--- src/rtl/dmux4way_pkg.sv ---
// Shared types and helpers for the 4-way dispatcher.
// Holds channel indices, the holding-state enum, the round-robin search and the one-hot decode.
package dmux4way_pkg;

    typedef logic [1:0] chan_t;

    localparam chan_t CH_A = 2'd0;
    localparam chan_t CH_B = 2'd1;
    localparam chan_t CH_C = 2'd2;
    localparam chan_t CH_D = 2'd3;

    typedef enum logic {
        EMPTY = 1'b0,
        FULL  = 1'b1
    } state_t;

    // First enabled channel after ptr, searching ptr+1 .. ptr+4.
    // The downward loop lets the nearest candidate overwrite the farther ones.
    // An all-zero mask returns ptr; callers gate on mask != 0.
    function automatic chan_t rr_next(chan_t ptr, logic [3:0] mask);
        chan_t c;
        rr_next = ptr;
        for (int i = 4; i >= 1; i--) begin
            c = ptr + chan_t'(i);
            if (mask[c]) begin
                rr_next = c;
            end
        end
    endfunction

    // Plain 1-to-4 demux of a single bit.
    function automatic logic [3:0] dmux4way(logic in, chan_t sel);
        dmux4way = 4'b0000;
        dmux4way[sel] = in;
    endfunction

endpackage

--- src/rtl/dmux4way_dispatcher_rr_pick4.sv ---
// Combinational round-robin picker over four channels.
// Ports: ptr (last grant), mask (enables) -> tgt (next grant), any (some channel enabled).
module rr_pick4
    import dmux4way_pkg::*;
(
    input  chan_t       ptr,
    input  logic [3:0]  mask,
    output chan_t       tgt,
    output logic        any
);

    assign tgt = rr_next(ptr, mask);
    assign any = |mask;

endmodule

--- src/rtl/dmux4way_dispatcher.sv ---
// Valid/ready dispatcher steering each beat to one of four lanes.
// Ports: clk, reset (sync, high); mode/sel/en_mask pick the lane; in_valid/in_data/in_ready
// upstream; out_valid (one-hot)/out_data/out_ready downstream; busy; cnt_a..cnt_d per-lane drains.
module dmux4way_dispatcher
    import dmux4way_pkg::*;
#(
    parameter int WIDTH = 8,
    parameter int CNT_W = 8
) (
    input  logic             clk,
    input  logic             reset,
    input  logic             mode,
    input  logic [1:0]       sel,
    input  logic [3:0]       en_mask,
    input  logic             in_valid,
    input  logic [WIDTH-1:0] in_data,
    output logic             in_ready,
    output logic [3:0]       out_valid,
    output logic [WIDTH-1:0] out_data,
    input  logic [3:0]       out_ready,
    output logic             busy,
    output logic [CNT_W-1:0] cnt_a,
    output logic [CNT_W-1:0] cnt_b,
    output logic [CNT_W-1:0] cnt_c,
    output logic [CNT_W-1:0] cnt_d
);

    state_t           state;
    chan_t            tgt_q;
    chan_t            rr_ptr;
    logic [WIDTH-1:0] data_q;

    chan_t            rr_tgt;
    logic             rr_any;
    chan_t            new_tgt;
    logic             can_sel;
    logic             out_hs;
    logic             in_hs;

    rr_pick4 u_pick (
        .ptr  (rr_ptr),
        .mask (en_mask),
        .tgt  (rr_tgt),
        .any  (rr_any)
    );

    assign busy    = (state == FULL);
    assign out_hs  = busy & out_ready[tgt_q];
    assign can_sel = mode | rr_any;
    // A drain frees the slot in the same cycle, so accept can ride on it.
    assign in_ready = can_sel & (~busy | out_hs);
    assign in_hs    = in_valid & in_ready;
    assign new_tgt  = mode ? chan_t'(sel) : rr_tgt;

    assign out_valid = dmux4way(busy, tgt_q);
    assign out_data  = busy ? data_q : '0;

    always_ff @(posedge clk) begin
        if (reset) begin
            state  <= EMPTY;
            tgt_q  <= CH_A;
            data_q <= '0;
            rr_ptr <= CH_D;
        end else begin
            if (in_hs) begin
                state  <= FULL;
                tgt_q  <= new_tgt;
                data_q <= in_data;
                if (!mode) begin
                    rr_ptr <= rr_tgt;
                end
            end else if (out_hs) begin
                state <= EMPTY;
            end
        end
    end

    always_ff @(posedge clk) begin
        if (reset) begin
            cnt_a <= '0;
            cnt_b <= '0;
            cnt_c <= '0;
            cnt_d <= '0;
        end else if (out_hs) begin
            unique case (tgt_q)
                CH_A: cnt_a <= cnt_a + 1'b1;
                CH_B: cnt_b <= cnt_b + 1'b1;
                CH_C: cnt_c <= cnt_c + 1'b1;
                CH_D: cnt_d <= cnt_d + 1'b1;
            endcase
        end
    end

endmodule

--- config.mk ---
export PLATFORM = sky130hd
export DESIGN_NAME = dmux4way_dispatcher
export DESIGN_NICKNAME = d
export VERILOG_FILES = /design/src/rtl/dmux4way_pkg.sv /design/src/rtl/dmux4way_dispatcher_rr_pick4.sv /design/src/rtl/dmux4way_dispatcher.sv
export SDC_FILE = /design/constraint.sdc
export NUM_CORES = 1
export LEC_CHECK = 0
export CAP_MARGIN = 20
export CORE_UTILIZATION = 40
export CTS_CLUSTER_DIAMETER = 120
export DETAILED_ROUTE_END_ITERATION = 7
export GPL_ROUTABILITY_DRIVEN = 1
export PLACE_DENSITY = 0.69
export SYNTH_ARGS = -nofsm -noshare
export SYNTH_HDL_FRONTEND = slang
export SYNTH_SLANG_ARGS = --single-unit
--- constraint.sdc ---
create_clock -name clk -period 1.55 [get_ports clk]
set_input_delay 0.2325 -clock clk [delete_from_list [all_inputs] [get_ports clk]]
set_output_delay 0.2325 -clock clk [all_outputs]
set_load 0.02 [all_outputs]
After elaboration in Yosys (flattened, before gate mapping)
Index checks and enable logic that the tools add are counted.
{"block": "classes", "n_div": 0, "reduce_logical": 9, "mux": 17, "n_mul": 0, "shift": 0, "n_lt_le_gt_ge": 5, "eq_ne": 3, "n_addsub": 7, "n_bitwise": 8}
{"op": "8-bit by 1-bit adder with 8-bit output (second input constant)", "n": 4}
{"op": "2-bit by 3-bit less-than comparator with 1-bit output (second input constant)", "n": 4}
{"op": "2-bit AND reduction", "n": 5}
{"op": "1-bit binary-select mux with 2-bit select", "n": 4}
{"op": "2-bit 2-to-1 mux", "n": 4}
{"op": "8-bit 2-to-1 mux", "n": 1}
{"op": "1-bit 2-to-1 mux", "n": 7}
{"op": "2-bit adder (second input constant)", "n": 2}
{"op": "4-bit bitwise AND", "n": 1}
{"op": "2-bit == test (second input constant)", "n": 2}
{"op": "4-bit OR reduction", "n": 1}
{"op": "1-bit bitwise AND", "n": 3}
{"op": "2-bit by 1-bit adder with 2-bit output (second input constant)", "n": 1}
{"op": "1-bit demux with 2-bit select", "n": 1}
{"op": "2-bit by 1-bit == test with 1-bit output (second input constant)", "n": 1}
{"op": "2-bit by 1-bit >= comparator with 1-bit output (second input constant)", "n": 1}
{"op": "2-bit logical NOT", "n": 1}
{"op": "1-bit NOT", "n": 2}
{"op": "1-bit OR", "n": 2}
{"op": "2-bit nonzero test", "n": 1}
{"op": "1-bit logical AND", "n": 1}
{"block": "word_totals", "ramBits": 0, "romBits": 0, "latchBits": 0, "memories": 0, "regBits": 45}

Depth between registers and ports, before layout
{"block": "depth", "ltp_word": 7, "ltp_mapped": 6}

Hierarchy
From an unflattened synthesis, not the netlist that was laid out.
{"block": "hier_totals", "cells_unflattened": 236, "area_unflattened_um2": 2138.3}
{"mod": "dmux4way_dispatcher", "n_inst": 1, "seq_area_each_um2": 900.9, "area_each_um2": 2065.7, "cells_each": 222}
{"mod": "rr_pick4", "n_inst": 1, "seq_area_each_um2": 0.0, "area_each_um2": 72.6, "cells_each": 14}

Worst setup path after synthesis
OpenSTA, ideal clock, no wires.
{"block": "synth_path", "path_kind": "reg-to-output", "start": "register state, in the netlist busy", "end": "output port in_ready", "path_stages_with_launch": 6, "required_ps": 1317, "t_arrival_ps": 1322, "setup_slack_ps": -5, "cell_sequence": "dfxtp_1 -> buf_4 -> nand2_1 -> o22ai_4 -> buf_4 -> nor2_1"}
{"block": "synth_between", "elab_chain_len": 3}
{"element": "start, declared", "line": "dmux4way_dispatcher.sv:28", "source": "state_t state;"}
{"element": "start signal, assigned", "line": "dmux4way_dispatcher.sv:60", "source": "state <= EMPTY;"}
{"element": "start signal, assigned", "line": "dmux4way_dispatcher.sv:66", "source": "state <= FULL;"}
{"element": "start signal, assigned", "line": "dmux4way_dispatcher.sv:73", "source": "state <= EMPTY;"}
{"element": "1-bit bitwise AND / 1-bit NOT (equally long branches)", "line": "dmux4way_dispatcher.sv:48, dmux4way_dispatcher.sv:51"}
{"element": "1-bit OR (*)", "line": "dmux4way_dispatcher.sv:51", "source": "assign in_ready = can_sel & (~busy | out_hs);"}
{"element": "1-bit bitwise AND (*)", "line": "dmux4way_dispatcher.sv:51"}
{"element": "end, declared", "line": "dmux4way_dispatcher.sv:17", "source": "output logic in_ready,"}
Mark *: on every way between the ends. The rest lies on a longest branch, timed or not.

Final worst setup path
{"block": "layout_path", "start": "register tgt_q[1]", "end": "output port in_ready"}
{"block": "layout_between", "elab_chain_len": 5}
{"element": "start, declared", "line": "dmux4way_dispatcher.sv:29", "source": "chan_t tgt_q;"}
{"element": "start signal, assigned", "line": "dmux4way_dispatcher.sv:67", "source": "tgt_q <= new_tgt;"}
{"element": "1-bit binary-select mux with 2-bit select", "line": "dmux4way_dispatcher.sv:48", "source": "assign out_hs = busy & out_ready[tgt_q];"}
{"element": "1-bit 2-to-1 mux (not written as such)", "line": "dmux4way_dispatcher.sv:48"}
{"element": "1-bit bitwise AND", "line": "dmux4way_dispatcher.sv:48"}
{"element": "1-bit OR", "line": "dmux4way_dispatcher.sv:51"}
{"element": "1-bit bitwise AND", "line": "dmux4way_dispatcher.sv:51"}
No other way between the ends. The select of a mux whose other input is x is not followed.

==> impl_metrics.tcl <==
set metrics [dict create \
    status "finished, violations left" \
    violations "setup timing" \
    core_area_mm2 0.00557 \
    clkPwrFrac_pct 39.1 \
    routed-via-count 2104 \
    dp_hpwl_mm 3.87 \
    r2r_slack_ps 40 \
    antenna_found_initial 0 \
    critPathKind "reg2out" \
    synthTopCellsByArea "dfxtp_1 38%, nor2_1 5.3%, xnor2_1 4.8%" \
    synth_flop_cell "dfxtp_1" \
    reg2reg_to "cnt_d[7]" \
    seq_area_frac_synth_pct 38.3 \
    postLayoutCoreUtil_pct 61.5 \
    ys_async_sr_fraction_pct 0 \
    die_area_mm2 0.00619 \
    worstMarginPinSlew_ps 413 \
    clock_latency_ps 300 \
    power_per_cell_area_mw_per_mm2 786 \
    cp-start-kind "flip-flop" \
    gr-total-overflow 0 \
    drc 0 \
    yosysTopAreaCell "dfxtp_1" \
    start_util_pct 42.2 \
    ioPinCount 68 \
    hold_end "rr_ptr[0]" \
    grt_pass1_wl_mm 9.09 \
    synth_top_area_share_pct 38.3 \
    worstPathMaxFanout 4 \
    synthCells 255 \
    synth_nets 281 \
    antenna-diode-count 0 \
    clkTransAtPathRegs_ps 80 \
    worst-path-buf-inv 1 \
    worstSetupPathDepth 4 \
    dp.cells 412 \
    syn_area_mm2 0.00235 \
    end_kind "primary output" \
    fin_nets 375 \
    htreeDepth 2 \
    syn_to_final_growth_pct 46.0 \
    cp_data_required_time_ps 1320 \
    drtIter0Drc 81 \
    whs_path_depth 3 \
    max_cap_violations 0 \
    relSlewSlack_pct 72.2 \
    cts_root_buf "clkbuf_8" \
    ctsHoldBuffers 0 \
    synth_cell_types 50 \
    cp.arrival_ps 1390 \
    finClkSkew_ps 5.26 \
    hold_viol 0 \
    grt_util_all_layers_pct 18.4 \
    cts_tree "built" \
    power.internal_mw 2.04 \
    yosys_warnings 0 \
    place_congestion 0.767 \
    switchingPower_mw 0.654 \
    synth_area_per_cell_um2 9.21 \
    cpMaxStageDelayCell "dfxtp_4" \
    max_freq_mhz 617 \
    swShare_pct 24.3 \
    antenna_left 0 \
    drive_gt1_share_pct 26.3 \
    cts.sinks 45 \
    grt_max_degree 23 \
    die_y_um 78.6 \
    std_cell_rows 27 \
    wirelength_mm 5.41 \
    power_leakage_nw 1.58 \
    yosys_register_bits 45 \
    via_per_inst 4.99 \
    critical-path-top-delay-family "flip-flops" \
    vdd_drop_max_mv 0.434 \
    power.share.sequential_pct 45.0 \
    rr_startpoint "busy" \
    routedWlPerCell_um 12.8 \
    instances_no_fill 422 \
    setup_viol 1 \
    grt_pass1_vias 1985 \
    setup_slack_ps -71.8 \
    slew_viol_final 0 \
    clk_path_buf_depth 2 \
    hold_path.class "in2reg" \
    pwr-share-comb_pct 15.9 \
    worst_hold_startpoint "reset" \
    finalCritPeriodShare_pct 105 \
    numCtsBuffers 5 \
    period_minus_slack_ps 1620 \
    worst_r2r_path_depth 5 \
    rsz0062_at_grt "yes" \
    io_buffers 67 \
    die-width_um 78.6 \
    synth-edff-count 0 \
    max_stage_delay_ps 380 \
    dr.pass1.iters 4 \
    crit_chain "mux2_4, o22ai_4, nor2_1, buf_2" \
]
[registers in the layout, indices dropped and copies added (netlist names)]
register / count
rr_ptr: 2
cnt_c: 8
cnt_b: 8
cnt_d: 8
data_q: 8
tgt_q: 2
cnt_a: 8
busy: 1
[cell type report]
class / instances / area, µm²
fillers: 505 / 2140
multi-input cells: 189 / 1350
repair buffers: 101 / 918
flip-flops and latches: 45 / 910
well taps: 72 / 90.1
clock buffers: 5 / 68.8
clock inverters: 3 / 65.1
inverters: 7 / 26.3
[synthesized netlist by cell type (2+ instances only)]
| library cell | n |
|---|---|
| a21oi_2 | 9 |
| nor4_1 | 5 |
| ha_1 | 4 |
| mux2_4 | 2 |
| buf_2 | 3 |
| and2_1 | 11 |
| nor2_1 | 33 |
| nand3_1 | 16 |
| a21oi_1 | 6 |
| inv_1 | 7 |
| mux2_2 | 2 |
| xnor2_1 | 13 |
| clkbuf_1 | 4 |
| nand2_1 | 12 |
| nand4b_4 | 2 |
| clkbuf_8 | 2 |
| nand2b_1 | 2 |
| nand4_1 | 11 |
| xor2_1 | 12 |
| buf_6 | 4 |
| dfxtp_1 | 45 |
| o21ai_0 | 4 |
| mux2i_1 | 2 |
| o21ai_2 | 9 |
| and3_1 | 4 |
| buf_4 | 2 |
| or3_1 | 2 |
| nor3_1 | 5 |
[stage by stage]
step | hold WS [ps] | setup TNS [ps] | power (mW) | setup WS [ps] | area (µm²)
2_1_floorplan | 363 | 0 | 1.48 | 24.7 | 2350
3_3_place_gp | 449 | -7670 | 1.66 | -543 | 3260
3_5_place_dp | 455 | -8300 | 1.67 | -550 | 3260
4_1_cts | 301 | -85.2 | 2.71 | -85.2 | 3400
5_1_grt | 316 | -194 | 2.81 | -132 | 3430
6_report | 286 | -71.8 | 2.70 | -71.8 | 3430
[repair_timing]
| action | 4_1_cts | 5_1_grt |
|---|---|---|
| endpoints found under the setup margin | 49 | 40 |
| pin swaps | 5 | 2 |
| resized for setup | 60 | 23 |
| buffers inserted | 0 | 1 |
| gates cloned | 1 | 0 |
[routing by layer]
metal  vias to the layer above  GRT usage [%]  routed length (µm)
li1                       1082              -                   -
met1                       962           24.1                2560
met2                        55           30.1                2530
met3                         5           4.65                 278
met4                         0           4.44                  47
met5                         -              0                   0
[power by group through the flow]
stage / Sequential [mW] / Combinational [mW] / Clock (mW)
3_5_place_dp: 1.24 / 0.425 / 0
4_1_cts: 1.21 / 0.423 / 1.07
2_1_floorplan: 1.24 / 0.244 / 0
6_report: 1.21 / 0.428 / 1.05
5_1_grt: 1.22 / 0.464 / 1.12
3_3_place_gp: 1.24 / 0.418 / 0
[cells by family (layout without fill, tap and decap cells)]
kind of cell	after synthesis	in the layout	share of synthesized area [%]
simple gates	113	113	27.5
flops	45	45	38.3
compound gates	40	41	13.5
xor+xnor	25	25	9.32
buf+inv	22	116	6.12
mux	6	6	3.09
fa+ha+maj	4	4	2.13
[worst reg2reg max path, delay by kind of cell, from the launching register on]
family / cells / cell delay (ps)
DFF: 1 / 390
buffers and inverters: 1 / 150
and+or+nand+nor: 3 / 660
xor gates and xnor gates: 1 / 190
[worst max path at each step]
stage               start  endpoint
2_1_floorplan        busy  in_ready
3_3_place_gp   en_mask[1]  in_ready
3_5_place_dp   en_mask[1]  in_ready
4_1_cts          tgt_q[1]  in_ready
5_1_grt          tgt_q[1]  in_ready
6_report         tgt_q[1]  in_ready
[layout by cell type (no fill, tap or decap), drive strengths merged, types with 2 or more instances in the layout]
cell type and count:
mux2i 2, xnor2 13, bufinv 2, nor2 33
nand4 12, dfxtp 45, or3 2, a211oi 2
dlygate4sd2 22, nor4 5, clkdlybuf4s15 6, clkbuf 10
and2 11, or4 2, nand4b 2, buf 37
inv 7, nor3 5, and3 5, dlymetal6s2s 10
o21a 2, a21oi 15, nand2b 3, nand3 17
xor2 12, mux2 4, nand2 12, ha 4
clkdlybuf4s50 21, o21ai 14
Note: power is estimated with default switching activity, not from simulation.
